===== config.mk =====
export PLATFORM = sky130hd
export DESIGN_NAME = mcu_rx_decoder_flat
export DESIGN_NICKNAME = d
export VERILOG_FILES = /design/src/rtl/mcu_rx_decoder_if.sv /design/src/rtl/mcu_rx_decoder.sv /design/src/flat_wrapper.sv
export SDC_FILE = /design/constraint.sdc
export NUM_CORES = 1
export LEC_CHECK = 0
export ABC_AREA = 0
export CELL_PAD_IN_SITES_DETAIL_PLACEMENT = 1
export CELL_PAD_IN_SITES_GLOBAL_PLACEMENT = 2
export CORE_AREA = 2 2 89 91
export DETAILED_ROUTE_END_ITERATION = 6
export DIE_AREA = 0 0 91 93
export PLACE_DENSITY = 0.82
export SYNTH_ARGS = -nofsm -noshare
export SYNTH_HDL_FRONTEND = slang
export SYNTH_SLANG_ARGS = --single-unit
export TNS_END_PERCENT = 50

===== constraint.sdc =====
create_clock -name clk -period 3.4 [get_ports clk]
set_clock_uncertainty 0.2 [all_clocks]
set_input_delay 0.68 -clock clk [delete_from_list [all_inputs] [get_ports clk]]
set_output_delay 0.68 -clock clk [all_outputs]
set_load 0.02 [all_outputs]

===== src/rtl/mcu_rx_decoder_if.sv =====
// Byte stream from the MCU-link UART receiver: a one-cycle rx_dv strobe qualifies rx_byte.
interface mcu_rx_decoder_if;
  logic       rx_dv;
  logic [7:0] rx_byte;

  modport master (output rx_dv, output rx_byte);
  modport slave  (input rx_dv, input rx_byte);
endinterface


===== src/rtl/mcu_rx_decoder.sv =====
// MCU-link command decoder: classifies received bytes by high nibble into registered pulses and held data.
// Optional MCU_VERSION_RX_EN adds the multi-byte version frame collector with inactivity timeout.
module mcu_rx_decoder #(
  parameter int unsigned TIMEOUT_CYCLES = 256000
) (
  input  logic                  clk,
  input  logic                  rst,
  mcu_rx_decoder_if.slave       rx,
  output logic                  status_valid,
  output logic [1:0]            slot,
  output logic                  power_amplifier,
  output logic                  audio_amplifier,
  output logic                  slot_ready,
  output logic                  poweron_valid,
  output logic                  poweron,
  output logic                  ack_pulse,
  output logic [3:0]            ack_code,
  output logic                  mcu_version_valid,
  output logic [3:0]            mcu_version_type,
  output logic [63:0]           mcu_version,
  output logic                  frame_error,
  output logic [7:0]            error_count
);

  logic       status_valid_q, status_valid_d;
  logic [1:0] slot_q, slot_d;
  logic       pa_q, pa_d, aa_q, aa_d;
  logic       slot_ready_q, slot_ready_d;
  logic       poweron_valid_q, poweron_valid_d;
  logic       poweron_q, poweron_d;
  logic       ack_pulse_q, ack_pulse_d;
  logic [3:0] ack_code_q, ack_code_d;
  logic       frame_error_q, frame_error_d;
  logic [7:0] error_count_q, error_count_d;
  logic       byte_cmd;

`ifdef MCU_VERSION_RX_EN
  typedef enum logic {IDLE, COLLECT} state_e;
  localparam logic [19:0] TIMER_LAST = 20'(TIMEOUT_CYCLES - 1);

  state_e      state_q, state_d;
  logic [63:0] shadow_q, shadow_d;
  logic [2:0]  idx_q, idx_d;
  logic [19:0] timer_q, timer_d;
  logic [3:0]  hdr_q, hdr_d;
  logic [63:0] mcu_version_q, mcu_version_d;
  logic [3:0]  mcu_version_type_q, mcu_version_type_d;
  logic        mcu_version_valid_q, mcu_version_valid_d;
`endif

  always_comb begin
    status_valid_d  = 1'b0;
    poweron_valid_d = 1'b0;
    ack_pulse_d     = 1'b0;
    frame_error_d   = 1'b0;
    slot_d          = slot_q;
    pa_d            = pa_q;
    aa_d            = aa_q;
    slot_ready_d    = slot_ready_q;
    poweron_d       = poweron_q;
    ack_code_d      = ack_code_q;
    byte_cmd        = 1'b0;
`ifdef MCU_VERSION_RX_EN
    state_d             = state_q;
    shadow_d            = shadow_q;
    idx_d               = idx_q;
    timer_d             = timer_q;
    hdr_d               = hdr_q;
    mcu_version_d       = mcu_version_q;
    mcu_version_type_d  = mcu_version_type_q;
    mcu_version_valid_d = 1'b0;
    if (state_q == COLLECT) begin
      // A byte on the expiry cycle takes priority over the timeout.
      if (rx.rx_dv) begin
        shadow_d = {shadow_q[55:0], rx.rx_byte};
        idx_d    = idx_q + 3'd1;
        timer_d  = '0;
        if (idx_q == 3'd7) begin
          mcu_version_d       = {shadow_q[55:0], rx.rx_byte};
          mcu_version_type_d  = hdr_q;
          mcu_version_valid_d = 1'b1;
          state_d             = IDLE;
        end
      end else if (timer_q == TIMER_LAST) begin
        frame_error_d = 1'b1;
        state_d       = IDLE;
      end else begin
        timer_d = timer_q + 20'd1;
      end
    end else begin
      byte_cmd = rx.rx_dv;
    end
`else
    byte_cmd = rx.rx_dv;
`endif

    if (byte_cmd) begin
      case (rx.rx_byte[7:4])
        4'h1: begin
          ack_code_d  = rx.rx_byte[3:0];
          ack_pulse_d = 1'b1;
        end
        4'h5: begin
          slot_d         = rx.rx_byte[3:2];
          pa_d           = rx.rx_byte[1];
          aa_d           = rx.rx_byte[0];
          status_valid_d = 1'b1;
          slot_ready_d   = 1'b1;
        end
        4'h6: begin
          case (rx.rx_byte[1:0])
            2'b01: begin
              poweron_d       = 1'b1;
              poweron_valid_d = 1'b1;
            end
            2'b10: begin
              poweron_d       = 1'b0;
              poweron_valid_d = 1'b1;
            end
            default: frame_error_d = 1'b1;
          endcase
        end
`ifdef MCU_VERSION_RX_EN
        4'h3: begin
          state_d  = COLLECT;
          hdr_d    = rx.rx_byte[3:0];
          idx_d    = '0;
          timer_d  = '0;
          shadow_d = '0;
        end
`endif
        default: frame_error_d = 1'b1;
      endcase
    end

    error_count_d = error_count_q;
    if (frame_error_d && (error_count_q != 8'hFF)) begin
      error_count_d = error_count_q + 8'd1;
    end
  end

  always_ff @(posedge clk or posedge rst) begin
    if (rst) begin
      status_valid_q      <= 1'b0;
      slot_q              <= '0;
      pa_q                <= 1'b0;
      aa_q                <= 1'b0;
      slot_ready_q        <= 1'b0;
      poweron_valid_q     <= 1'b0;
      poweron_q           <= 1'b0;
      ack_pulse_q         <= 1'b0;
      ack_code_q          <= '0;
      frame_error_q       <= 1'b0;
      error_count_q       <= '0;
`ifdef MCU_VERSION_RX_EN
      state_q             <= IDLE;
      shadow_q            <= '0;
      idx_q               <= '0;
      timer_q             <= '0;
      hdr_q               <= '0;
      mcu_version_q       <= '0;
      mcu_version_type_q  <= '0;
      mcu_version_valid_q <= 1'b0;
`endif
    end else begin
      status_valid_q      <= status_valid_d;
      slot_q              <= slot_d;
      pa_q                <= pa_d;
      aa_q                <= aa_d;
      slot_ready_q        <= slot_ready_d;
      poweron_valid_q     <= poweron_valid_d;
      poweron_q           <= poweron_d;
      ack_pulse_q         <= ack_pulse_d;
      ack_code_q          <= ack_code_d;
      frame_error_q       <= frame_error_d;
      error_count_q       <= error_count_d;
`ifdef MCU_VERSION_RX_EN
      state_q             <= state_d;
      shadow_q            <= shadow_d;
      idx_q               <= idx_d;
      timer_q             <= timer_d;
      hdr_q               <= hdr_d;
      mcu_version_q       <= mcu_version_d;
      mcu_version_type_q  <= mcu_version_type_d;
      mcu_version_valid_q <= mcu_version_valid_d;
`endif
    end
  end

  assign status_valid    = status_valid_q;
  assign slot            = slot_q;
  assign power_amplifier = pa_q;
  assign audio_amplifier = aa_q;
  assign slot_ready      = slot_ready_q;
  assign poweron_valid   = poweron_valid_q;
  assign poweron         = poweron_q;
  assign ack_pulse       = ack_pulse_q;
  assign ack_code        = ack_code_q;
  assign frame_error     = frame_error_q;
  assign error_count     = error_count_q;
`ifdef MCU_VERSION_RX_EN
  assign mcu_version_valid = mcu_version_valid_q;
  assign mcu_version_type  = mcu_version_type_q;
  assign mcu_version       = mcu_version_q;
`else
  assign mcu_version_valid = 1'b0;
  assign mcu_version_type  = '0;
  assign mcu_version       = '0;
`endif

endmodule


===== src/flat_wrapper.sv =====
// flat-port wrapper written by rule: the top's interface ports become plain ports
module mcu_rx_decoder_flat 
#(
  parameter int unsigned TIMEOUT_CYCLES = 256000
)
  (clk, rst, status_valid, slot, power_amplifier, audio_amplifier, slot_ready, poweron_valid, poweron, ack_pulse, ack_code, mcu_version_valid, mcu_version_type, mcu_version, frame_error, error_count, rx_rx_dv, rx_rx_byte);
  mcu_rx_decoder_if rx_i ();
  input  logic clk;
  input  logic rst;
  output logic status_valid;
  output logic [1:0] slot;
  output logic power_amplifier;
  output logic audio_amplifier;
  output logic slot_ready;
  output logic poweron_valid;
  output logic poweron;
  output logic ack_pulse;
  output logic [3:0] ack_code;
  output logic mcu_version_valid;
  output logic [3:0] mcu_version_type;
  output logic [63:0] mcu_version;
  output logic frame_error;
  output logic [7:0] error_count;
  input wire logic [$bits(rx_i.rx_dv)-1:0] rx_rx_dv;
  input wire logic [$bits(rx_i.rx_byte)-1:0] rx_rx_byte;
  assign rx_i.rx_dv = rx_rx_dv;
  assign rx_i.rx_byte = rx_rx_byte;
  mcu_rx_decoder #(.TIMEOUT_CYCLES(TIMEOUT_CYCLES)) u_core (.clk(clk), .rst(rst), .rx(rx_i), .status_valid(status_valid), .slot(slot), .power_amplifier(power_amplifier), .audio_amplifier(audio_amplifier), .slot_ready(slot_ready), .poweron_valid(poweron_valid), .poweron(poweron), .ack_pulse(ack_pulse), .ack_code(ack_code), .mcu_version_valid(mcu_version_valid), .mcu_version_type(mcu_version_type), .mcu_version(mcu_version), .frame_error(frame_error), .error_count(error_count));
endmodule

==> results of run 1 <==
stage by stage:
stage	total power [uW]	utilization [%]	cells	worst slack [ns]	hold slack (ns)
after global placement	872	21.7	276	0.471	0.252
after floorplan	737	-	212	1.08	0.382
final	1120	22.6	280	0.731	0.271
after detailed placement	880	21.7	276	0.440	0.251
after CTS	1130	22.6	280	0.719	0.278
after global routing	1190	22.6	280	0.574	0.287
synthesized netlist by cell type:
library cell | number | area share, %
a31oi_1 | 3 | 1.3
nor2_1 | 4 | 1.0
nor3_2 | 1 | 0.69
nand2b_1 | 3 | 1.3
o21a_2 | 1 | 0.60
mux2_2 | 10 | 7.7
nand4bb_1 | 1 | 0.77
inv_1 | 4 | 1.0
conb_1 | 1 | 0.26
ha_1 | 2 | 1.7
and3_1 | 1 | 0.43
a31o_1 | 1 | 0.60
o21ai_0 | 1 | 0.34
and2_1 | 1 | 0.43
a21oi_1 | 3 | 1.0
nand4_1 | 3 | 1.3
xnor2_1 | 1 | 0.60
nand3_1 | 2 | 0.69
xor2_1 | 1 | 0.60
dfrtp_1 | 22 | 38
o211ai_1 | 1 | 0.52
o31ai_1 | 1 | 0.52
buf_4 | 69 | 36
nand2_1 | 4 | 1.0
mux2_4 | 1 | 1.0
buf_6 | 1 | 0.77
nor2b_1 | 1 | 0.43
flip-flops by register name, indices dropped and copies added, names as in the netlist:
signal and count:
u_core.ack_code 4, u_core.ack_pulse 1, u_core.audio_amplifier 1, u_core.error_count 8
u_core.frame_error 1, u_core.power_amplifier 1, u_core.poweron 1, u_core.poweron_valid 1
u_core.slot 2, u_core.slot_ready 1, u_core.status_valid 1
cells by family (layout without fill, tap and decap cells):
family | Yosys count | count (layout) | synth area share [%]
AO/OA/AOI/OAI | 11 | 11 | 4.89
XOR/XNOR | 2 | 2 | 1.20
adder cells (fa/ha/maj) | 2 | 2 | 1.72
buffers and inverters | 74 | 40 | 37.3
flip-flops | 22 | 22 | 37.8
multiplexers | 11 | 11 | 8.76
other | 1 | 69 | 0.257
AND/OR/NAND/NOR | 21 | 21 | 8.07
worst max path at each step:
stage,startpoint,end,slack [ns],depth (start not counted)
CTS,rx_rx_byte[0],u_core.error_count[1],0.72,7
global placement,rx_rx_byte[0],u_core.error_count[1],0.47,7
detailed placement,rx_rx_byte[0],u_core.error_count[1],0.44,7
finish,rx_rx_byte[0],u_core.error_count[1],0.73,7
floorplan,rx_rx_byte[0],u_core.error_count[1],1.08,7
global route,rx_rx_byte[0],u_core.error_count[1],0.57,7
power groups by stage:
stage	Sequential [uW]	Clock [uW]	Combinational (uW)
CTS	410	258	466
finish	408	248	460
global route	425	270	497
detailed placement	415	0	465
global placement	414	0	457
floorplan	487	0	250
routing by layer:
metal	vias up	global-route usage (%)	wire (microns)
li1	400	-	-
met1	431	7.60	1110
met2	55	11.7	1440
met3	0	2.98	278
met4	0	0.379	0
met5	-	0	0
final cells by class:
type	count	area (sq um)
Inverter	4	15.0
Clock inverter	1	30.0
Multi-Input combinational cell	116	618
Timing Repair Buffer	32	320
Tap cell	102	128
Clock buffer	3	41.3
Fill cell	913	5820
Sequential cell	22	551
worst max-delay path: stages:
cell,delay (ns)
clkdlybuf4s50_1,0.49
inv_1,0.06
ha_1,0.28
nand4bb_1,0.25
a31o_1,0.36
o21a_2,0.19
mux2_4,0.30
cell usage in the layout, fill, tap and decap left out, drive strengths merged:
master and instances:
conb 69, a31o 1, dfrtp 22, ha 2
and2 1, o31ai 1, nand4 3, bufinv 1
and3 1, clkdlybuf4s50 32, xnor2 1, clkbuf 3
nand2 4, a21oi 3, inv 4, o211ai 1
a31oi 3, o21a 1, nand4bb 1, nor2b 1
nand2b 3, nor3 1, mux2 11, o21ai 1
nand3 2, xor2 1, nor2 4
==> flow_summary.toml, run 1 <==
[run_status]
status = "complete, no violations"

[min_path]
whs_path_depth = 1
min_to = "u_core.slot_ready"
worstHoldStart = "u_core.slot_ready"
min_path_type = "flip-flop to flip-flop"

[clock_tree]
cts_sinks = 22
cts_tree = "yes"
post_cts_buffers = 0
clock_latency_ns = 0.27
cts-buffers-inserted = 3
holdBufCountCts = 0
cts-htree-levels = 1
clk_pin_slew_worst_paths_ns = 0.09
cts_resized = 0
cts-root-buf = "clkbuf_8"
clockBufferDepth = 2

[power_and_ir_drop]
switching_power_uw = 422
clkPwrFrac_pct = 22.2
leakagePower_uw = 0.000807
p_int_uw = 695
p_sw_share_pct = 37.8
powerDensity_nw_per_um2 = 656
ir_worst_vdd_v = 0.000252
power_frac_seq_pct = 36.5
pwr-share-comb_pct = 41.2

[final_layout]
area_growth_pct = 16.8
antennaDiodeCount = 0
layout.nets = 192
layout-drive-gt1-share_pct = 9.55
fin_area_sq_um = 1700

[floorplan]
die_area_sq_um = 8460
row_count = 32
start_util_pct = 19.4
coreArea_sq_um = 7530
die_w_microns = 91
ios = 102
dieHeight_microns = 93

[yosys]
synth_seq_area_share_pct = 37.8
ys_ff_latch = 22
postSynthAreaPerCell_sq_um = 10.1
synth_cells = 144
netlist_area_sq_um = 1460
ys_types = 27
yosysWarnings = 0

[sta]
hold_viol = 0
tightest_slew_ns = 0.895
slew_headroom_pct = 40.3
final.period_utilization_pct = 78.5
drv_slew = 0
setup_violations = 0
setup_tns_ns = 0
max_freq_ghz = 0.375
rsz0062_at_grt = "no"
finalCriticalPeriod_ns = 2.67

[drt]
ant_nets = 0
drtIter0Drc = 23
route.final.wire_length_microns = 2830
firstDrtPassIters = 2
vias = 886
drc = 0
vias_per_cell = 3.16
wire_per_inst_microns = 10.1

[critical_path]
regToRegStartpoint = "u_core.error_count[0]"
crit_path_end_kind = "flip-flop"
r2r_end = "u_core.error_count[1]"
critical_path_class = "input pin to flip-flop"
cp-start-kind = "input pin"
critPathArrivalTime_ns = 2.62
crit_required_ns = 3.35
worst-r2r-cell-count = 4
reg2reg_slack_ns = 1.57
critPathMaxFanout = 9

[placement]
dpl_cell_area_sq_um = 1630
place_hpwl_microns = 2250
gp_congestion = 0.704
port_buffers = 32

[global_routing]
gr-usage-all-layers_pct = 6.57
grt_overflow_total = 0
antenna_found_initial = 0
grt_pass1_wl_microns = 4370
grt_max_degree = 23
grt_pass1_vias = 815

[job]
maxCapViolCount = 0
Power figures use the tool's default switching activity.
==> run 2, diff against run 1 <==
- CORE_AREA: 2 2 89 91 -> 2 2 96 98
- DIE_AREA: 0 0 91 93 -> 0 0 98 100
- PLACE_DENSITY: 0.82 -> 0.75
- clock period: 3.4 -> 2.2 ns (I/O delays scaled with it)
==> run 2 against run 1 <==
  * Register-to-register slack lost 1.2 ns
  * Worst hold slack is essentially flat
  * Power grew 48%
  * Via count grew 3.6%
  * Critical path type is now flip-flop to output pin
  * Critical endpoint is now error_count[2]
  * Highest routed layer is now met4
==> flow_summary.toml, run 2 (synthesis gave the netlist of run 1 again) <==
[floorplan]
dieHeight_microns = 100
start_util_pct = 16.4
die_area_sq_um = 9800
coreArea_sq_um = 8890
row_count = 35
die_w_microns = 98
ios = 102

[clock_tree]
clk_pin_slew_worst_paths_ns = 0.08
clock_latency_ns = 0.26
cts_tree = "yes"
cts_sinks = 22
cts-root-buf = "clkbuf_8"
cts-buffers-inserted = 3
holdBufCountCts = 0
cts-htree-levels = 1
clockBufferDepth = 2

[power_and_ir_drop]
powerDensity_nw_per_um2 = 920
clkPwrFrac_pct = 17.8
switching_power_uw = 647
power_frac_seq_pct = 38.3
p_sw_share_pct = 39.1
ir_worst_vdd_v = 0.000167
p_int_uw = 1010
leakagePower_uw = 0.000865
pwr-share-comb_pct = 43.9

[placement]
dp_slack_ns = -0.459
place_hpwl_microns = 2110
port_buffers = 32
gp_congestion = 0.715

[critical_path]
path_delay_family = "buffers and inverters"
worst-path-buf-inv = 1
reg2reg_slack_ns = 0.41
critical_path_class = "flip-flop to output pin"
crit_path_end_kind = "output pin"
crit_required_ns = 1.56
critPathMaxFanout = 7
critPathArrivalTime_ns = 1.36
cp_cell_sequence = "clkdlybuf4s50_1"
crit_start = "u_core.error_count[2]"
cpMaxStageDelayCell = "clkdlybuf4s50_1"
slowest_delay_ns = 0.64
regToRegStartpoint = "u_core.error_count[0]"
cp-start-kind = "flip-flop"

[sta]
fin_ws_ns = 0.203
holdWs_ns = 0.271
final.period_utilization_pct = 90.8
max_freq_ghz = 0.501
hold_viol = 0
rsz0062_at_grt = "no"
drv_slew = 0
setup_violations = 0
finalCriticalPeriod_ns = 2.00

[run_status]
status = "complete, no violations"

[drt]
firstDrtPassIters = 4
vias = 918
vias_per_cell = 3.07
drc = 0
ant_nets = 0
drtIter0Drc = 17
route.final.wire_length_microns = 2710
wire_per_inst_microns = 9.07

[final_layout]
layout.nets = 202
layout-drive-gt1-share_pct = 15.4
fillers = 1034
area_growth_pct = 23.4
final_common_cell = "conb_1"
final_cell_mix = "conb_1, clkdlybuf4s50_1, dfrtp_1, mux2_2, buf_4"
largest_reg_flops = 8
antennaDiodeCount = 0

[global_routing]
grt_max_degree = 23
grt_pass1_wl_microns = 3910
gr-usage-all-layers_pct = 5.00
antenna_found_initial = 0
grt_overflow_total = 0
grt_pass1_vias = 783

[min_path]
worstHoldStart = "u_core.slot_ready"
min_path_type = "flip-flop to flip-flop"

[job]
maxCapViolCount = 0
## run 2: power groups by stage
stage	clock [uW]	sequential [uW]	combinational [uW]
floorplan	0	753	386
global placement	0	642	708
detailed placement	0	642	717
CTS	305	635	728
global route	322	657	771
finish	294	633	727
## run 2: timing repair
item                                    in CTS  in global routing
buffers inserted                             2                  1
pin swaps                                    2                  1
gates resized for setup                      3                  2
endpoints found under the setup margin       5                  5
## run 2: routing by layer
layer,GRT usage (%),vias to the layer above,share of wire [%]
li1,-,420,-
met1,6.29,444,41
met2,8.27,52,49
met3,0.418,2,7.8
met4,3.21,0,1.9
met5,0,-,0
## run 2: final timing paths
kind	endpoint	depth (start not counted)
min reg2reg	u_core.slot_ready	1
max reg2reg	u_core.error_count[1]	4
min	u_core.slot_ready	1
max in group asynchronous	u_core.poweron	3
max	error_count[2]	1
min in group asynchronous	u_core.error_count[2]	3
## run 2: layout make-up
| class | count | area [sq um] | share of cell area, % |
|---|---|---|---|
| multi-input cells | 116 | 643 | 35.7 |
| repair buffers | 42 | 397 | 22.0 |
| flip-flops and latches | 22 | 551 | 30.6 |
| well taps | 111 | 139 | 7.72 |
| clock buffers | 4 | 55.1 | 3.06 |
| inverters | 4 | 15.0 | 0.834 |
## run 2: stage by stage
| stage | setup TNS (ns) | total power, uW | cells | utilization [%] | cell area, sq um |
|---|---|---|---|---|---|
| 2_1_floorplan | 0 | 1140 | 212 | - | 1710 |
| 3_3_place_gp | -2.84 | 1350 | 292 | 19.1 | 1700 |
| 3_5_place_dp | -2.95 | 1360 | 292 | 19.1 | 1700 |
| 4_1_cts | 0 | 1670 | 298 | 19.9 | 1770 |
| 5_1_grt | 0 | 1750 | 299 | 20.2 | 1800 |
| 6_report | 0 | 1650 | 299 | 20.2 | 1800 |
==> run 3, diff against run 2 <==
- CAP_MARGIN: default -> 40
- CORE_AREA: 2 2 96 98 -> 2 2 92 103
- DIE_AREA: 0 0 98 100 -> 0 0 94 105
- PLACE_DENSITY: 0.75 -> 0.74
- SKIP_CTS_REPAIR_TIMING: default -> 1
==> run 3 against run 2 <==
  * Clock power rose by 29%
  * Power rose by 5.7%
  * Combinational power rose by 0.6%
  * Sequential share of layout area fell by 0.52 points
  * Global-route usage rose by 0.29 points
  * Clock-buffer cell count fell by 1
  * Die area rose by 0.71%
  * Wire length rose by 5.6%
  * Cell count rose by 1.3%
  * Setup slack got worse by 0.022 ns
  * Critical path type unchanged
==> flow_summary.toml, run 3 (synthesis gave the netlist of run 1 again) <==
[critical_path]
cp_cell_sequence = "clkdlybuf4s50_1"
critPathArrivalTime_ns = 1.38
slowest_delay_ns = 0.66
critPathMaxFanout = 7
worst-path-buf-inv = 1
crit_required_ns = 1.56
cpMaxStageDelayCell = "clkdlybuf4s50_1"
path_delay_family = "buffers and inverters"
critical_path_class = "flip-flop to output pin"
crit_path_end_kind = "output pin"
cp-start-kind = "flip-flop"

[final_layout]
layout.nets = 203
area_growth_pct = 25.6
multi_input_area_sq_um = 643
final_common_cell = "conb_1"
seq_area_sq_um = 551
final_cell_mix = "conb_1, clkdlybuf4s50_1, dfrtp_1, buf_4, mux2_2"
antennaDiodeCount = 0
fillers = 1039
largest_reg_flops = 8
fin_area_sq_um = 1830
layout-drive-gt1-share_pct = 15.9

[power_and_ir_drop]
ir_worst_vdd_v = 0.000196
leakagePower_uw = 0.000885
powerDensity_nw_per_um2 = 956

[clock_tree]
cts-root-buf = "clkbuf_8"
clk_pin_slew_worst_paths_ns = 0.08
clock_latency_ns = 0.26
cts-htree-levels = 1
cts_tree = "yes"
clockBufferDepth = 2
cts_sinks = 22
cts-buffers-inserted = 3

[placement]
dp_slack_ns = -0.412
gp_congestion = 0.779
port_buffers = 32
dpl_cell_area_sq_um = 1720
place_hpwl_microns = 2260

[floorplan]
ios = 102
dieHeight_microns = 105
start_util_pct = 16.6
die_w_microns = 94
coreArea_sq_um = 8780
row_count = 36
die_area_sq_um = 9870

[sta]
setup_tns_ns = 0
max_freq_ghz = 0.495
finalCriticalPeriod_ns = 2.02
setup_violations = 0
hold_viol = 0
fin_ws_ns = 0.181
final.period_utilization_pct = 91.8
rsz0062_at_grt = "no"
drv_slew = 0

[global_routing]
grt_pass1_vias = 860
grt_max_degree = 23
grt_overflow_total = 0
gr-usage-all-layers_pct = 5.29
antenna_found_initial = 0
grt_pass1_wl_microns = 4210

[drt]
firstDrtPassIters = 2
wire_per_inst_microns = 9.46
vias = 922
route.final.wire_length_microns = 2870
drc = 0
ant_nets = 0
vias_per_cell = 3.04
drtIter0Drc = 30

[job]
maxCapViolCount = 0

[run_status]
status = "complete, no violations"

[min_path]
min_path_type = "flip-flop to flip-flop"
-- run 3: stage by stage --
step	instances	hold slack [ns]	util (%)	total power [uW]
3_5_place_dp	298	0.253	19.6	1380
5_1_grt	303	0.306	20.8	1870
2_1_floorplan	212	0.229	-	1140
3_3_place_gp	298	0.253	19.6	1370
6_report	303	0.269	20.8	1750
4_1_cts	302	0.278	20.4	1770
-- run 3: final timing paths --
kind | slack, ns | start | to | cells after the start
worst min register to register | 0.27 | u_core.slot_ready | u_core.slot_ready | 1
max in group asynchronous | 1.27 | rst | u_core.power_amplifier | 3
worst max-delay path | 0.18 | u_core.error_count[2] | error_count[2] | 1
min in group asynchronous | 0.31 | rst | u_core.slot[0] | 3
worst min-delay path | 0.27 | u_core.slot_ready | u_core.slot_ready | 1
worst max register to register | 0.38 | u_core.error_count[0] | u_core.error_count[1] | 4
-- run 3: area by class of cell --
type | count | area share (%)
Tap cell | 114 | 7.79
Clock buffer | 3 | 2.26
Multi-Input combinational cell | 116 | 35.1
Inverter | 4 | 0.820
Sequential cell | 22 | 30.1
Timing Repair Buffer | 43 | 22.3
Clock inverter | 1 | 1.64
-- run 3: routing by layer --
layer	vias up	track usage (%)	share of wire [%]
li1	423	-	-
met1	433	6.88	41
met2	64	8.47	46
met3	2	1.95	13
met4	0	0.932	0.10
met5	-	0	0
-- run 3: power by group --
group / total, uW / switching (uW) / leakage, uW / internal, uW
clock network: 378 / 135 / 0.0000357 / 243
registers: 640 / 126 / 0.000273 / 514
logic: 731 / 396 / 0.000577 / 335
total: 1750 / 658 / 0.000885 / 1090
==> patch: new RTL, flow settings as in run 2 <==
Reset style: synchronous (`rst`), changed in one clocked block.
--- a/src/rtl/mcu_rx_decoder.sv
+++ b/src/rtl/mcu_rx_decoder.sv
@@ -141,3 +141,3 @@
 
-  always_ff @(posedge clk or posedge rst) begin
+  always_ff @(posedge clk) begin
     if (rst) begin
Function: differs if rst is asserted again (counterexample within 4 cycles, from zero or initial values and one cycle with rst high); with rst held inactive, the same outputs for 10 cycles.
==> patch against run 2 <==
Sequential cell count unchanged. Cell area up 1.8%. Area after synthesis up 0.69%. Non-clock buffer count up 6. Largest cell class unchanged. Setup slack worse by 0.12 ns. Wire length up 24%. Synthesized cell count up 20%.
Power is not compared: it rests on default switching activity, and its combinational part moved more than twofold at a synthesized area within 25%.
==> patch: results (changes against run 2) <==
- Multi-input combinational cell count: 143 (+23%)
- Buffers excl. clock: 48 (+14%)
- Fraction of synthesized area in multiplexers: 0.0418 (-0.0458)
- Area fraction in compound gates after synthesis: 0.102 (+0.0534)
- Cell count after synthesis: 173 (+20%)
- Leading cell types by total area after synthesis: sky130_fd_sc_hd__buf_4, sky130_fd_sc_hd__dfxtp_1, sky130_fd_sc_hd__mux2i_1
- Synthesized-area fraction occupied by xor and xnor cells: 0 (-0.0120)
- Fillers: 1063 (+2.8%)
- Post-CTS Resized: 6 (+3)
- Share of async-settable or async-resettable flops after synthesis: 0 (-1.00)
- Slowest stage delay, CP: 0.55 ns (-0.09 ns)
- Multi-input gate area in the final layout: 744 um2 (+16%)
- Setup slack after placement: -0.474 ns (-0.0148 ns)
- Total Nets Final: 234 (+16%)
- Post-synthesis cell type count: 35 (+30%)
- Fraction of the yosys area taken by sequential cells: 0.300 (-0.0776)
- Wire length per cell after detailed routing: 10.2 um (+12%)
- Portion of synthesized cell area occupied by the leading cell type: 0.358 (-0.0196)
- Number of vias in the routed layout: 1102 (+20%)
- Proportion of layout cells with a drive suffix above 1: 0.123 (-0.0315)
- Commonest cells in the synthesized netlist: sky130_fd_sc_hd__buf_4, sky130_fd_sc_hd__dfxtp_1, sky130_fd_sc_hd__nor2_1
- Number of signal-net inverters in the final layout: 3 (-1)
- Final clock-cell share: 0.0301 (-0.000543)
- Vias in the first global route: 1016 (+30%)
- Global routing usage summed across all routing layers: 0.0653 (+0.0153)
- Result of the run: complete, no violations
- Number of iterations in the first detailed-routing pass: 3 (-1)
- Area taken by flip-flops and latches: 440 um2 (-20%)
- Largest net degree at the start of global routing: 16 (-30%)
- Detailed Place HPWL: 2680 um (+27%)
- Layout-stage area growth over the synthesis result: 24.8%
- Data arrival time of the critical path: 2.11 ns (+0.75 ns)
- First-pass GRT wire length: 5060 um (+30%)
- Number of cells after detailed placement: 325 (+11%)
- Placed standard-cell area: 1740 um2 (+2.8%)
- Signal buffers share of area: 0.241 (+0.0207)
- Routability cong.: 0.792 (+11%)
- Wirelength, routed: 3370 um (+24%)
patch: cell types whose count changed after synthesis, moves of 5 or more:
cell	run 2	this run
sky130_fd_sc_hd__dfrtp_1	22	0
sky130_fd_sc_hd__dfxtp_1	0	22
sky130_fd_sc_hd__mux2_2	10	0
sky130_fd_sc_hd__nor2_1	4	12
sky130_fd_sc_hd__a21oi_1	3	9
sky130_fd_sc_hd__o21ai_0	1	7
sky130_fd_sc_hd__mux2i_1	0	5
patch: worst paths after layout:
check                             start               endpoint  slack (ns)  depth (start not counted)
setup reg to reg  u_core.error_count[0]  u_core.error_count[7]        0.24                          5
hold / removal           u_core.slot[1]         u_core.slot[1]        0.28                          2
setup / recovery          rx_rx_byte[7]  u_core.error_count[4]        0.08                          6
hold reg to reg          u_core.slot[1]         u_core.slot[1]        0.28                          2
patch: routing by layer:
layer	vias to the layer above	track usage	part of all wire
met2	57	0.117	0.51
met4	0	0.0128	0.0056
li1	536	-	-
met1	507	0.0752	0.40
met5	-	0	0
met3	2	0.0230	0.090
